**config.mk**
```make
export PLATFORM = sky130hd
export DESIGN_NAME = traffic_phase_scheduler
export DESIGN_NICKNAME = d
export VERILOG_FILES = /design/src/rtl/traffic_phase_scheduler.sv
export SDC_FILE = /design/constraint.sdc
export NUM_CORES = 1
export LEC_CHECK = 0
export CAP_MARGIN = 30
export CELL_PAD_IN_SITES_DETAIL_PLACEMENT = 0
export CELL_PAD_IN_SITES_GLOBAL_PLACEMENT = 1
export CORE_AREA = 2 2 73 75
export CTS_BUF_LIST = sky130_fd_sc_hd__clkbuf_16
export DETAILED_ROUTE_END_ITERATION = 10
export DIE_AREA = 0 0 75 77
export HOLD_SLACK_MARGIN = 0.05
export PLACE_DENSITY = 0.65
export SYNTH_ARGS = -nofsm -noshare
export SYNTH_HDL_FRONTEND = slang
export SYNTH_SLANG_ARGS = --single-unit
```
**constraint.sdc**
```tcl
create_clock -name clock -period 3.85 [get_ports clock]
set_input_delay 0.385 -clock clock [delete_from_list [all_inputs] [get_ports clock]]
set_output_delay 0.385 -clock clock [all_outputs]
set_load 0.1 [all_outputs]
```
**src/rtl/traffic_phase_scheduler.sv**
```systemverilog
// Adaptive two-street traffic phase scheduler with a pedestrian walk phase.
// Green length adapts to queue occupancy between MIN_GREEN and MAX_GREEN.
module traffic_phase_scheduler #(
    parameter int MIN_GREEN = 8,
    parameter int MAX_GREEN = 40,
    parameter int YELLOW    = 4,
    parameter int ALL_RED   = 2,
    parameter int PED_WALK  = 10,
    parameter int CNT_W     = 8
) (
    input  logic       clock,
    input  logic       reset,
    input  logic [7:0] lastA,
    input  logic [7:0] lastB,
    input  logic       ped_req,
    output logic [2:0] A,
    output logic [2:0] B,
    output logic       walk,
    output logic       ped_ack,
    output logic [2:0] phase
);

    typedef enum logic [2:0] {
        S_AG  = 3'd0,
        S_AY  = 3'd1,
        S_AR  = 3'd2,
        S_BG  = 3'd3,
        S_BY  = 3'd4,
        S_BR  = 3'd5,
        S_PED = 3'd6,
        S_PC  = 3'd7
    } state_t;

    localparam logic DIR_A = 1'b0;
    localparam logic DIR_B = 1'b1;

    localparam logic [CNT_W-1:0] MIN_LAST  = CNT_W'(MIN_GREEN - 1);
    localparam logic [CNT_W-1:0] MAX_LAST  = CNT_W'(MAX_GREEN - 1);
    localparam logic [CNT_W-1:0] YEL_LAST  = CNT_W'(YELLOW - 1);
    localparam logic [CNT_W-1:0] RED_LAST  = CNT_W'(ALL_RED - 1);
    localparam logic [CNT_W-1:0] WALK_LAST = CNT_W'(PED_WALK - 1);

    localparam logic [2:0] L_RED = 3'b100;
    localparam logic [2:0] L_YEL = 3'b010;
    localparam logic [2:0] L_GRN = 3'b001;

    state_t           state_q, state_d;
    logic [CNT_W-1:0] timer_q, timer_d;
    logic             ped_pending_q, ped_pending_d;
    logic             last_dir_q, last_dir_d;
    logic [2:0]       a_q, b_q;
    logic             walk_q, ped_ack_q;

    logic [3:0] q_a, q_b;
    logic       ped_eff;
    logic       at_min, at_max;
    logic       is_green_d;
    logic [6:0] lamps_d;

    // Queue length is the position of the highest occupied slot, 1-based.
    function automatic logic [3:0] queue_len(input logic [7:0] v);
        logic [3:0] q;
        q = 4'd0;
        for (int i = 0; i < 8; i++) begin
            if (v[i]) q = 4'(i + 1);
        end
        return q;
    endfunction

    // Packed as {A[2:0], B[2:0], walk}.
    function automatic logic [6:0] decode_lamps(input state_t s);
        logic [6:0] l;
        case (s)
            S_AG:    l = {L_GRN, L_RED, 1'b0};
            S_AY:    l = {L_YEL, L_RED, 1'b0};
            S_BG:    l = {L_RED, L_GRN, 1'b0};
            S_BY:    l = {L_RED, L_YEL, 1'b0};
            S_PED:   l = {L_RED, L_RED, 1'b1};
            default: l = {L_RED, L_RED, 1'b0};
        endcase
        return l;
    endfunction

    assign q_a     = queue_len(lastA);
    assign q_b     = queue_len(lastB);
    // A request arriving this cycle already counts toward this cycle's decision.
    assign ped_eff = ped_pending_q | ped_req;
    assign at_min  = (timer_q >= MIN_LAST);
    assign at_max  = (timer_q == MAX_LAST);

    always_comb begin
        state_d    = state_q;
        last_dir_d = last_dir_q;
        case (state_q)
            S_AG: begin
                last_dir_d = DIR_A;
                if (at_min && ((q_b > q_a) || ped_eff || (at_max && (q_b != 4'd0))))
                    state_d = S_AY;
            end
            S_AY: if (timer_q == YEL_LAST) state_d = S_AR;
            S_AR: if (timer_q == RED_LAST) state_d = ped_eff ? S_PED : S_BG;
            S_BG: begin
                last_dir_d = DIR_B;
                if (at_min && ((q_a > q_b) || ped_eff || (at_max && (q_a != 4'd0))))
                    state_d = S_BY;
            end
            S_BY: if (timer_q == YEL_LAST) state_d = S_BR;
            S_BR: if (timer_q == RED_LAST) state_d = ped_eff ? S_PED : S_AG;
            S_PED: if (timer_q == WALK_LAST) state_d = S_PC;
            S_PC: if (timer_q == RED_LAST) state_d = (last_dir_q == DIR_A) ? S_BG : S_AG;
            default: state_d = S_BR;
        endcase
    end

    assign is_green_d = (state_d == S_AG) || (state_d == S_BG);

    always_comb begin
        timer_d = timer_q + CNT_W'(1);
        if (state_d != state_q)
            timer_d = '0;
        else if (is_green_d && at_max)
            timer_d = timer_q;
    end

    always_comb begin
        ped_pending_d = ped_pending_q;
        if (state_d == S_PED)
            ped_pending_d = 1'b0;
        else if (ped_req && (state_q != S_PED))
            ped_pending_d = 1'b1;
    end

    assign lamps_d = decode_lamps(state_d);

    always_ff @(posedge clock or negedge reset) begin
        if (!reset) begin
            state_q       <= S_BR;
            timer_q       <= '0;
            ped_pending_q <= 1'b0;
            last_dir_q    <= DIR_B;
            a_q           <= L_RED;
            b_q           <= L_RED;
            walk_q        <= 1'b0;
            ped_ack_q     <= 1'b0;
        end else begin
            state_q       <= state_d;
            timer_q       <= timer_d;
            ped_pending_q <= ped_pending_d;
            last_dir_q    <= last_dir_d;
            a_q           <= lamps_d[6:4];
            b_q           <= lamps_d[3:1];
            walk_q        <= lamps_d[0];
            ped_ack_q     <= (state_d == S_PED) && (state_q != S_PED);
        end
    end

    assign A       = a_q;
    assign B       = b_q;
    assign walk    = walk_q;
    assign ped_ack = ped_ack_q;
    assign phase   = state_q;

endmodule

```
==> impl_metrics.json, run 1 <==
{
  "outcome": "completed",
  "cts_tree": "done",
  "cp-end-kind": "flip-flop",
  "final_nets": 241,
  "htree_levels": 1,
  "crit_type": "input port to flip-flop",
  "root_buffer": "clkbuf_16",
  "arrival_ns": 3.65,
  "vias_per_cell": 5.30,
  "fp.dieW_um": 75,
  "clkTransAtPathRegs_ns": 0.06,
  "holdBufCountCts": 0,
  "powerDensity_nw_per_um2": 830,
  "post_cts_resized": 0,
  "postCtsSetupBuffers": 0,
  "ios": 30,
  "final_cell_area_um2": 2060,
  "area_growth_pct": 29.2,
  "die_y_um": 77,
  "ant_nets": 0,
  "slew_viol_final": 0,
  "p_leak_nw": 0.804,
  "drt_iter0_drc": 69,
  "seq_area_frac_synth_pct": 33.3,
  "fp.coreArea_um2": 4980,
  "dieArea_um2": 5780,
  "dpl_worst_slack_ns": 0.133,
  "worst_clock_skew_ns": 0.00170,
  "hp-class": "input port to async pin",
  "path_max_fanout": 7,
  "postSynthCellCount": 183,
  "grt_max_degree": 22,
  "period_needed_ns": 3.50,
  "clock.fmax_ghz": 0.285,
  "synth_edf_count": 0,
  "layout_commonest_cell": "nor2_1",
  "antenna_found_initial": 0,
  "critical_path_required_ns": 4.00,
  "ys_warn_count": 0,
  "tightest_slew_ns": 0.977,
  "initial_core_util_pct": 32.1,
  "n_fill_cell": 511,
  "final_cell_mix": "nor2_1, clkdlybuf4s50_1, dfrtp_1",
  "wire_per_inst_um": 14.5,
  "synthFlopType": "dfrtp_1",
  "tns_ns": 0,
  "relSlewSlack_pct": 34.6,
  "vias": 1504,
  "grt_pass1_vias": 1414,
  "synthesis.nets": 209,
  "ir_worst_vdd_v": 0.000529,
  "grt_usage_pct": 14.9,
  "placed_area_um2": 1970,
  "layout_setup_ws_ns": 0.347,
  "num_antenna_cells": 0,
  "overflow": 0,
  "clk_latency_ns": 0.26,
  "rsz0062_at_grt": "no",
  "drc": 0,
  "min_period_over_period_pct": 91.0,
  "timing.hold.ws_ns": 0.421,
  "clock_path_buffers": 2,
  "synth_seq_cells": 21,
  "clock_sink_count": 21,
  "avgSynthCellArea_um2": 8.73,
  "first_pass_iters": 4,
  "gp_congestion": 0.904,
  "async_reset_ff_share_pct": 100,
  "drive_above_1_share_pct": 15.0,
  "cts_buffers": 3,
  "dp_hpwl_um": 3100,
  "wl_um": 4110,
  "hold_violations": 0,
  "io_buffers": 29,
  "cp-start-kind": "input port",
  "cap_violations": 0,
  "synthesis.area_um2": 1600,
  "final_core_util_pct": 41.5,
  "ys_types": 54,
  "setup_viol": 0,
  "num_rows": 26,
  "grt_pass1_wl_um": 6780
}
-- sequential cells by signal, summed over array words and instances (netlist names) --
name and flops:
timer_q 8, phase 3, ped_pending_q 1, B 3
last_dir_q 1, walk 1, ped_ack 1, A 3
-- final timing paths --
path,start,end,slack [ns],depth (start not counted)
max in group asynchronous,reset,phase[2],2.91,2
setup / recovery,lastA[6],B[0],0.35,11
min in group clock,last_dir_q,last_dir_q,0.51,2
hold / removal,reset,walk,0.42,1
setup reg to reg,timer_q[3],B[0],0.73,8
hold reg to reg,last_dir_q,last_dir_q,0.51,2
-- logic make-up (layout without fill, tap and decap cells) --
logic type / after synthesis / count (layout) / share of synthesized area (%)
flip-flops: 21 / 21 / 33.3
adder cells (fa/ha/maj): 7 / 7 / 5.48
AO/OA/AOI/OAI: 49 / 49 / 24.9
XOR/XNOR: 6 / 6 / 3.29
AND/OR/NAND/NOR: 85 / 85 / 28.7
buffers and inverters: 14 / 45 / 3.37
multiplexers: 1 / 1 / 0.939
-- power by group --
part / internal (mW) / switching, mW
logic: 0.377 / 0.716
clock network: 0.139 / 0.0823
registers: 0.311 / 0.0894
total: 0.826 / 0.887
-- worst max-delay path: stages --
cell and delay, ns:
clkdlybuf4s50_1 0.44, nor4_1 0.42, nor2_1 0.08, ha_1 0.25, or2_2 0.30, o311a_1 0.29
a211oi_1 0.39, o221a_2 0.29, inv_1 0.10, ha_1 0.38, nor4_1 0.32
-- synthesized netlist by cell type, drive strengths merged (2+ instances only) --
cell type	count	area share (%)
inv	9	2.1
o21a	4	2.0
ha	7	5.5
nor3	4	1.6
nand2	10	2.3
o21ai	10	3.1
nor2b	5	2.0
xor2	4	2.2
or3b	2	1.3
nor2	30	7.0
or4	3	1.4
nand3b	4	1.9
dfstp	5	8.2
xnor2	2	1.1
o211ai	3	1.7
or3	4	1.6
nand4	3	1.2
o31ai	4	1.9
dfrtp	16	25
a21boi	3	1.4
a211oi	4	2.5
nor4	8	3.9
a21oi	7	2.9
or2	5	2.1
o22ai	2	0.78
nand3	4	1.3
clkbuf	4	0.94
-- final cells by class --
cell class	count	area, um2	area share, %
multi-input combinational	148	1010	49.0
sequential	21	532	25.8
timing repair buffer	32	320	15.5
tap	70	87.6	4.24
clock buffer	3	75.1	3.64
inverter	9	33.8	1.64
clock inverter	1	3.75	0.182
-- per-stage QoR --
| stage | total power, mW | std cells |
|---|---|---|
| floorplan | 1.24 | 183 |
| CTS | 1.72 | 283 |
| finish | 1.71 | 284 |
| detailed placement | 1.49 | 279 |
| global route | 1.82 | 284 |
| global placement | 1.48 | 279 |
-- routing by layer --
metal | up-vias | GRT usage [%] | wire length [um]
met5 | - | 0 | 0
met4 | 0 | 5.36 | 44
met1 | 730 | 19.3 | 1840
li1 | 738 | - | -
met2 | 32 | 24.3 | 2040
met3 | 4 | 2.50 | 177
(Power assumes the default switching activity.)
==> run 2: changes to the inputs <==
CTS_BUF_LIST = default   (was sky130_fd_sc_hd__clkbuf_16)
==> run 2 against run 1 <==
Effect of this change: sequential power about the same; largest cell class unchanged; largest power group unchanged; register-to-register slack is essentially flat; first-iteration DRC count down 12%.
==> impl_metrics.json, run 2 (synthesized netlist as in run 1, its figures left out) <==
{
  "p_leak_nw": 0.785,
  "critical_path_required_ns": 4.00,
  "arrival_ns": 3.64,
  "post_cts_resized": 0,
  "holdBufCountCts": 0,
  "htree_levels": 1,
  "gp_congestion": 0.904,
  "cpPeakStageDelay_ns": 0.44,
  "overflow": 0,
  "grt_pass1_wl_um": 6770,
  "n_fill_cell": 510,
  "io_buffers": 29,
  "clkTransAtPathRegs_ns": 0.08,
  "initial_core_util_pct": 32.1,
  "slew_viol_final": 0,
  "powerDensity_nw_per_um2": 808,
  "largest_reg_flops": 8,
  "grt_max_degree": 22,
  "dieArea_um2": 5780,
  "path_delay_family": "simple AND/OR/NAND/NOR gates",
  "clock.fmax_ghz": 0.287,
  "rsz0062_at_grt": "no",
  "period_needed_ns": 3.48,
  "num_rows": 26,
  "path_max_fanout": 7,
  "fp.dieW_um": 75,
  "tightest_slew_ns": 0.977,
  "area_growth_pct": 27.1,
  "cp-end-kind": "flip-flop",
  "clock_sink_count": 21,
  "drt_iter0_drc": 61,
  "vias": 1512,
  "hp-class": "input port to async pin",
  "dp_hpwl_um": 3100,
  "wire_per_inst_um": 14.3,
  "wl_um": 4080,
  "multi_input_area_um2": 1010,
  "layout_commonest_cell": "nor2_1",
  "num_antenna_cells": 0,
  "fp.coreArea_um2": 4980,
  "ios": 30,
  "drc": 0,
  "pwr-share-seq_pct": 24.3,
  "switching_share_pct": 53.6,
  "grt_usage_pct": 14.8,
  "die_y_um": 77,
  "cts_tree": "done",
  "postCtsSetupBuffers": 0,
  "cap_violations": 0,
  "vias_per_cell": 5.32,
  "cell_internal_pwr_mw": 0.761,
  "worst_clock_skew_ns": 0.00116,
  "crit_type": "input port to flip-flop",
  "outcome": "completed",
  "cts_buffers": 3,
  "cp-start-kind": "input port",
  "root_buffer": "clkbuf_8",
  "final_cell_area_um2": 2030,
  "seq_area_um2": 532,
  "drive_above_1_share_pct": 15.0,
  "clock_path_buffers": 2,
  "ant_nets": 0,
  "first_pass_iters": 4,
  "final_cell_mix": "nor2_1, clkdlybuf4s50_1, dfrtp_1",
  "max_flop_register": "timer_q",
  "clock_power_share_pct": 8.9,
  "crit_path_cell_trace": "clkdlybuf4s50_1 -> nor4_1 -> nor2_1 -> ha_1 -> or2_2 -> o311a_1 -> a211oi_1 -> o221a_2 -> inv_1 -> ha_1 -> nor4_1",
  "antenna_found_initial": 0,
  "relSlewSlack_pct": 34.6,
  "ir_worst_vdd_v": 0.000529,
  "placed_area_um2": 1970,
  "tns_ns": 0,
  "clk_latency_ns": 0.26,
  "hold_violations": 0,
  "setup_viol": 0,
  "cp_slowest_cell": "clkdlybuf4s50_1",
  "p_switching_mw": 0.880,
  "min_period_over_period_pct": 90.5,
  "comb_power_share_pct": 66.8,
  "final_nets": 241,
  "grt_pass1_vias": 1438,
  "timing.critical_path.buf_inv": 2
}
-- run 2: changes by cell type in the layout (fill, tap and decap cells not counted), sizes merged --
| cell | change |
|---|---|
| inv | -1 |
| clkbuf | +1 |
-- run 2: worst reg2reg max path: cells and delay by family (launching register included) --
family	cells	cell delay (ns)
AOI/OAI and AO/OA	2	0.37
adders and majority gates	1	0.36
buffers and inverters	1	0.12
DFF	1	0.45
and+or+nand+nor	4	1.72
-- run 2: power by group through the flow --
stage / clock network [mW] / registers (mW) / logic (mW)
after floorplan: 0 / 0.636 / 0.603
after global placement: 0 / 0.400 / 1.08
after detailed placement: 0 / 0.401 / 1.09
after CTS: 0.153 / 0.400 / 1.10
after global routing: 0.161 / 0.415 / 1.17
final: 0.146 / 0.399 / 1.10
-- run 2: path summary, 6_finish.rpt --
| check | start | to | slack (ns) | depth (start not counted) |
|---|---|---|---|---|
| setup / recovery | lastA[6] | B[0] | 0.37 | 11 |
| hold / removal | reset | walk | 0.41 | 1 |
| setup reg to reg | timer_q[3] | B[0] | 0.72 | 8 |
| hold reg to reg | last_dir_q | last_dir_q | 0.51 | 2 |
| max in group asynchronous | reset | phase[2] | 2.92 | 2 |
| min in group clock | last_dir_q | last_dir_q | 0.51 | 2 |
-- run 2: layout make-up --
cell class	instances	area share, %
tap	70	4.31
inverter	9	1.66
sequential	21	26.2
multi-input combinational	148	49.8
clock buffer	4	2.22
timing repair buffer	32	15.8
-- run 2: per-layer routing --
layer | vias up | GRT usage [%] | wire (um)
met3 | 8 | 2.23 | 167
met5 | - | 0 | 0
met1 | 725 | 19.2 | 1810
met2 | 39 | 24.0 | 2000
met4 | 0 | 5.71 | 101
li1 | 740 | - | -
-- run 2: per-stage QoR --
stage	util, %	hold WS (ns)	power, mW	std cells	setup WS (ns)
floorplan	-	0.0894	1.24	183	0.733
global placement	39.6	0.492	1.48	279	0.324
detailed placement	39.6	0.508	1.49	279	0.133
CTS	40.5	0.520	1.65	283	0.361
global route	40.8	0.426	1.75	284	0.109
finish	40.8	0.411	1.64	284	0.367
